[config.mk]
export PLATFORM = sky130hd
export DESIGN_NAME = maxpool_tile_sched
export DESIGN_NICKNAME = d
export VERILOG_FILES = /design/src/rtl/maxpool_tile_sched.sv
export SDC_FILE = /design/constraint.sdc
export NUM_CORES = 1
export LEC_CHECK = 0
export ABC_AREA = 0
export CORE_UTILIZATION = 50
export DETAILED_ROUTE_END_ITERATION = 8
export PLACE_DENSITY_LB_ADDON = 0.12
export RECOVER_POWER = 25
export REMOVE_ABC_BUFFERS = 1
export SYNTH_ARGS = -nofsm -noshare
export SYNTH_HDL_FRONTEND = slang
export SYNTH_SLANG_ARGS = --single-unit
export TNS_END_PERCENT = 20
[constraint.sdc]
create_clock -name clk -period 3.9 [get_ports clk]
set_input_delay 0.39 -clock clk [delete_from_list [all_inputs] [get_ports clk]]
set_output_delay 0.39 -clock clk [all_outputs]
set_load 0.005 [all_outputs]
[src/rtl/maxpool_tile_sched.sv]
// Tile sequencer for 2x2 max pooling: gathers a raster-ordered 4x4 tile, pools it, drains four beats.
// Optional MAXPOOL_RELU_EN clamps negative samples to zero as they are captured.

module maxpool_win_max #(
    parameter int DATA_W = 10
) (
    input  logic [3:0][DATA_W-1:0] lanes,
    output logic [DATA_W-1:0]      max
);
    logic [DATA_W-1:0] m01, m23;

    // Unsigned compare on raw codes, same as the pooling core.
    assign m01 = (lanes[1] > lanes[0]) ? lanes[1] : lanes[0];
    assign m23 = (lanes[3] > lanes[2]) ? lanes[3] : lanes[2];
    assign max = (m23 > m01) ? m23 : m01;
endmodule

module maxpool_tile_sched #(
    parameter int DATA_W = 10,
    parameter int CNT_W  = 8
) (
    input  logic              clk,
    input  logic              rst,
    input  logic [DATA_W-1:0] in_data,
    input  logic              in_valid,
    output logic              in_ready,
    output logic [DATA_W-1:0] out_data,
    output logic              out_valid,
    input  logic              out_ready,
    output logic              out_last,
    output logic              busy,
    output logic [CNT_W-1:0]  tiles_done
);
    typedef enum logic [1:0] {FILL, POOL, DRAIN} state_t;

    state_t state, state_nxt;
    logic [3:0]                   k;
    logic [1:0]                   j;
    logic [3:0][3:0][DATA_W-1:0]  tile;     // [window][lane]
    logic [3:0][DATA_W-1:0]       win_max;
    logic [3:0][DATA_W-1:0]       res;
    logic [CNT_W-1:0]             cnt;
    logic [DATA_W-1:0]            cap;
    logic [1:0]                   w_idx, p_idx;

`ifdef MAXPOOL_RELU_EN
    assign cap = in_data[DATA_W-1] ? '0 : in_data;
`else
    assign cap = in_data;
`endif

    // k = {r[1:0], c[1:0]}: window = {c[1], r[1]}, lane = {r[0], c[0]}.
    assign w_idx = {k[1], k[3]};
    assign p_idx = {k[2], k[0]};

    genvar gw;
    generate
        for (gw = 0; gw < 4; gw++) begin : g_win
            maxpool_win_max #(.DATA_W(DATA_W)) u_max (
                .lanes (tile[gw]),
                .max   (win_max[gw])
            );
        end
    endgenerate

    always_comb begin
        state_nxt = state;
        in_ready  = 1'b0;
        out_valid = 1'b0;
        out_last  = 1'b0;
        out_data  = '0;
        case (state)
            FILL: begin
                in_ready = 1'b1;
                if (in_valid && k == 4'd15) state_nxt = POOL;
            end
            POOL: state_nxt = DRAIN;
            DRAIN: begin
                out_valid = 1'b1;
                out_data  = res[j];
                out_last  = (j == 2'd3);
                if (out_ready && j == 2'd3) state_nxt = FILL;
            end
            default: state_nxt = FILL;
        endcase
    end

    always_ff @(posedge clk) begin
        if (rst) begin
            state <= FILL;
            k     <= '0;
            j     <= '0;
            cnt   <= '0;
            tile  <= '0;
            res   <= '0;
        end else begin
            state <= state_nxt;
            if (state == FILL && in_valid) begin
                tile[w_idx][p_idx] <= cap;
                k                  <= k + 4'd1;
            end
            // Result buffer is held in row-major output order.
            if (state == POOL) begin
                res[0] <= win_max[0];
                res[1] <= win_max[2];
                res[2] <= win_max[1];
                res[3] <= win_max[3];
            end
            if (state == DRAIN && out_ready) begin
                j <= j + 2'd1;
                if (j == 2'd3) cnt <= cnt + {{(CNT_W-1){1'b0}}, 1'b1};
            end
        end
    end

    assign busy       = !(state == FILL && k == 4'd0);
    assign tiles_done = cnt;
endmodule

* Yosys cells after proc, flatten, opt, wreduce, memory -nomap -nowiden
Cells that the tools add are included.
Storage, ports and cells: flip-flop bits (word level) 216, bits in latches 0, RAM bits 0, memory bits (read-only) 0, input port bits 14, output and inout bits 22, logic and storage cells 88, memories 0
Cells by class: add/sub/neg operators 3, multipliers 0, divide/modulo/power cells 0, $lt $le $gt $ge 17, eq/ne operators 6, shifts and indexed selects 0, mux-type cells 26, bitwise logic cells 0, reductions and logical operators 12
Operators by type and width (number):
- $bwmux W160 | 1
- $mux W10 | 15
- $gt A10 B10 Y1 | 12
- $demux W40 S2 | 1
- $mux W40 | 1
- $bmux W10 S2 | 1
- $demux W10 S2 | 1
- $lt A2 B3 Y1 const B | 3
- $add A8 B1 Y8 const B | 1
- $logic_and A1 B1 Y1 | 7
- $pmux W2 S3 | 1
- $add A4 B1 Y4 const B | 1
- $eq A2 B2 Y1 const B | 2
- $eq A4 B4 Y1 const B | 1
- $ge A2 B1 Y1 const B | 2
- $logic_not A4 Y1 | 1
- $mux W2 | 2
- $ne A2 B2 Y1 const B | 2
- $reduce_and A2 Y1 | 2
- $mux W1 | 3
- $add A2 B1 Y2 const B | 1
- $eq A2 B1 Y1 const B | 1
- $logic_not A2 Y1 | 1
- $logic_not A1 Y1 | 1

* Logic depth before layout (Yosys ltp)
Gate-level depths: netlist (run 1).
word-level depth 7, mapped depth 17, mapped depth without buffers 15

* Modules after synthesis
From an unflattened synthesis (run 1), not the netlist that was laid out.
Second synthesis, totals: cells, all modules 1692, area total of the unflattened synthesis 14634.0 um2
Modules (own cells, without submodules):
- maxpool_tile_sched | times used 1, cells each 852, area an instance 8647.0 um2, seq. area each 4324.1 um2
- maxpool_win_max at g_win[1].u_max ... | times used 3, cells each 210, area an instance 1497.7 um2, seq. area each 0.0 um2
- maxpool_win_max at g_win[0].u_max | times used 1, cells each 210, area an instance 1493.9 um2, seq. area each 0.0 um2

* Worst setup path before layout (run 1)
No wires, ideal clock.
path kind reg2reg, from reg tile[105] (netlist name), to reg res[10] (netlist name), setup time 0.080 ns, arrival time 3.316 ns, required time 3.820 ns, slack 0.503 ns, stages on the path, launching flop included 18, path buffers 2, period minus slack after synthesis 3.397 ns, cell sequence dfxtp_1 -> inv_1 -> ha_1 -> a21oi_1 -> o21ai_1 -> a2111oi_0 -> a31oi_1 -> buf_4 -> mux2i_1 -> inv_1 -> ha_1 -> nor2b_1 -> o21a_1 -> o21bai_1 -> a211oi_1 -> or4_1 -> buf_6 -> o221ai_2
Between the ends: cells in the longest elaborated chain, start to end 4
RTL lines:
- start, declared | line 39 | logic [3:0][3:0][DATA_W-1:0] tile;
- start signal, assigned by index | line 99 | tile[w_idx][p_idx] <= cap;
- $gt A10 B10 Y1 | line 14 | assign m23 = (lanes[3] > lanes[2]) ? lanes[3] : lanes[2];
- $mux W10 (*) | line 14
- $gt A10 B10 Y1 | line 15 | assign max = (m23 > m01) ? m23 : m01;
- $mux W10 (*) | line 15
- end, declared | line 41 | logic [3:0][DATA_W-1:0] res;
Mark *: on every way between the ends. The rest lies on a longest branch, timed or not. A chain may end at the register's enable or synchronous reset.

* Worst setup path after layout (run 1)
from reg tile[105] (netlist name), to reg res[18] (netlist name)
Same word-level chain as after synthesis.

==> results of run 1 <==
## registers in the layout (all words and copies together), names as in the netlist
name,cells
tile,160
res,40
tiles_done,8
k,4
j,2
state,2
## where the power goes
group          switching (mW)  leakage, nW  internal, mW
Clock                   0.891        0.378          1.31
Combinational           0.255         3.76         0.161
Sequential             0.0177         1.74          2.23
Total                    1.16         5.88          3.70
## what timing repair did
item	CTS	global route
resized for setup	0	22
endpoints found under the setup margin	0	40
buffers inserted	0	3
hold buffers	0	0
## cell type report
| cell class | instances | share of cell area [%] |
|---|---|---|
| Clock inverter | 2 | 0.0735 |
| Multi-Input combinational cell | 915 | 51.8 |
| Inverter | 131 | 3.61 |
| Sequential cell | 216 | 31.8 |
| Clock buffer | 37 | 5.51 |
| Timing Repair Buffer | 67 | 4.32 |
| Tap cell | 319 | 2.93 |
## cells by family (layout without fill, tap and decap cells)
logic type	Yosys count	count (layout)	share of synthesized area, %
and+or+nand+nor	390	390	15.1
buffers and inverters	195	237	6.41
muxes	221	221	19.6
adders and majority gates	124	124	12.8
DFF	216	216	35.7
AOI/OAI and AO/OA	170	170	9.71
xor gates and xnor gates	10	10	0.723
## synthesized netlist by cell type (5+ instances only)
cell,number,area (µm²)
mux2i_1,202,2020
and3_1,5,31.3
mux4_2,10,225
clkbuf_1,42,158
o221ai_1,30,263
nor2_1,152,571
nor2_4,7,78.8
a21o_1,15,113
a21oi_1,66,330
and4_1,11,96.3
and2_1,11,68.8
o221ai_2,10,150
nand2b_1,9,56.3
nand4_1,16,100
nand3_1,43,215
nor3_1,9,45.0
nand2_1,104,390
dfxtp_1,216,4320
xor2_1,6,52.6
mux2i_2,9,124
nor2b_1,12,75.1
buf_2,16,80.1
inv_1,129,484
o21ai_0,23,115
ha_1,124,1550
## worst min-delay path by stage
stage,endpoint,slack [ns]
2_1_floorplan,res[20],0.43
3_3_place_gp,res[2],0.45
3_5_place_dp,res[2],0.45
4_1_cts,tile[135],0.36
5_1_grt,tile[131],0.37
6_report,tile[135],0.34
## metal layers
| metal | wire length, µm | global-route usage [%] | up-vias |
|---|---|---|---|
| li1 | - | - | 4662 |
| met1 | 14700 | 34.8 | 4451 |
| met2 | 13700 | 40.9 | 146 |
| met3 | 1210 | 2.98 | 40 |
| met4 | 577 | 6.10 | 0 |
| met5 | 0 | 0 | - |
==> metrics, run 1 <==
Arrival @ worst endpoint=4.24 ns; Worst Setup SP=tile[105]; Avg Inst Size Synth=about 9 µm²; Die H=158 µm; Site Rows=56; pwr/cell area=about 360 mW/mm²; via total after detailed routing=9299; #FFs+latches synth=~220; CTS tree=yes; Initial DRC Count=559; Clock Latency Late Sink=approximately 0.52 ns; CP endpoint=res[18]; pre-CTS setup slack=around 0.16 ns; crit-path cells=inv_1, ha_1, a21oi_1, o21ai_1, a2111oi_0, a31oi_1, buf_4, mux2i_1, inv_1, ha_1, nand3_1, nor3_2, a211oi_2, or4_1, buf_6, o221ai_2; CP endpoint kind=register; fmax=~0.26 GHz; EDFF count, synth=0; final count of negative-setup-slack endpoints=0; Peak VDD IR=between 0.3 and 0.4 mV; P&R area growth vs syn=12.4%; HP Start=rst; Final min period=about 3.8 ns; Rel. slew slack=about 12%; clk sink count=about 220; leading cell types in the layout, fill and taps excluded=213 x dfxtp_1, 196 x mux2i_1, 157 x nor2_1; reg2reg start=tile[105]; dpl hpwl=20900 µm; RSZ-0062 raised after global routing=true; dpl cells=1645; CTS clk-pin slew, worst paths=approximately 0.06 ns; worst hold slack=between 0.3 and 0.4 ns; post-DR wirelength/cell=approximately 18 µm; crit path buf inv count=4; share of cells above drive strength 1=~9.1%; Die ar.=approximately 0.025 mm²; commonest non-fill, non-tap cell in the layout=dfxtp_1; worst-case reg-to-reg path depth=16; ys flop type=dfxtp_1; Final Cycle Share=97.5%; Worst path depth=16; footprint of the multi-input gates=0.00705 mm²; initial antenna violation count=0; root buf cell=clkbuf_16; cts bufs inserted=25; Port Buffers=35; starting density of the core=roughly half; Worst Hold Class=input port to register; startpoint types=register; status=complete, no violations; ys async rst share=0%; Setup TNS=0 ns; Final Skew=0.00701 ns; n_diodes=0; kind of critical path=register to register; H-tree Lvls=1; Slew Limit Fails=0; number of iterations in the first detailed-routing pass=5; gr ovfl total=0; Final Power=a little under 5 mW; Leak=a little under 6 nW; gpl congestion=between 0.8 and 0.9; worst-margin pin slew=1.32 ns; vias in the first global route=8705; Util after Layout=57.7%; Critical Path RT=4.34 ns; Worst R2R Setup Slack=0.1 ns; Critical Path Slowest Stage Cell=or4_1; critical path's largest stage delay=~0.5 ns; worst setup margin=about 0.1 ns; largest net degree at the start of global routing=96; register area share after synthesis=35.7%; Distinct cells, synth=47; area post-placement=roughly 0.013 mm²; Post-DRT Antenna Nets=0; final count of hold timing violations=0; Max-Cap Viols=0; r2r endpoint=res[18]; fillers=2180; Register Area=0.00433 mm²; Warnings, synthesis=0; Non-Filler Instances=around 1700; nets=between 1000 and 1500; Synth Cell Area=0.0121 mm²; Die X=158 µm; first-pass GRT wire length=between 40000 and 50000 µm; number of remaining DRC errors=0; Cells after Synth=~1300; Top delay family on crit path=compound AO/OA/AOI/OAI gates; Hold Crit Depth=2; GRT Total Usage=25.0%; CTS Buffer Depth=3; io pins=36; CP Max Fanout=10; Core Region=0.0236 mm²; Vias per Instance=5.51; routed wire length=~30000 µm; post-route cell area=between 0.01 and 0.015 mm²
Power figures use the tool's default switching activity.
==> run 2: changes to the inputs <==
CTS_CLUSTER_DIAMETER = 80   (was unset)
==> results of run 2 <==
The final DEF is identical to that of run 1; final timing and power are the same.
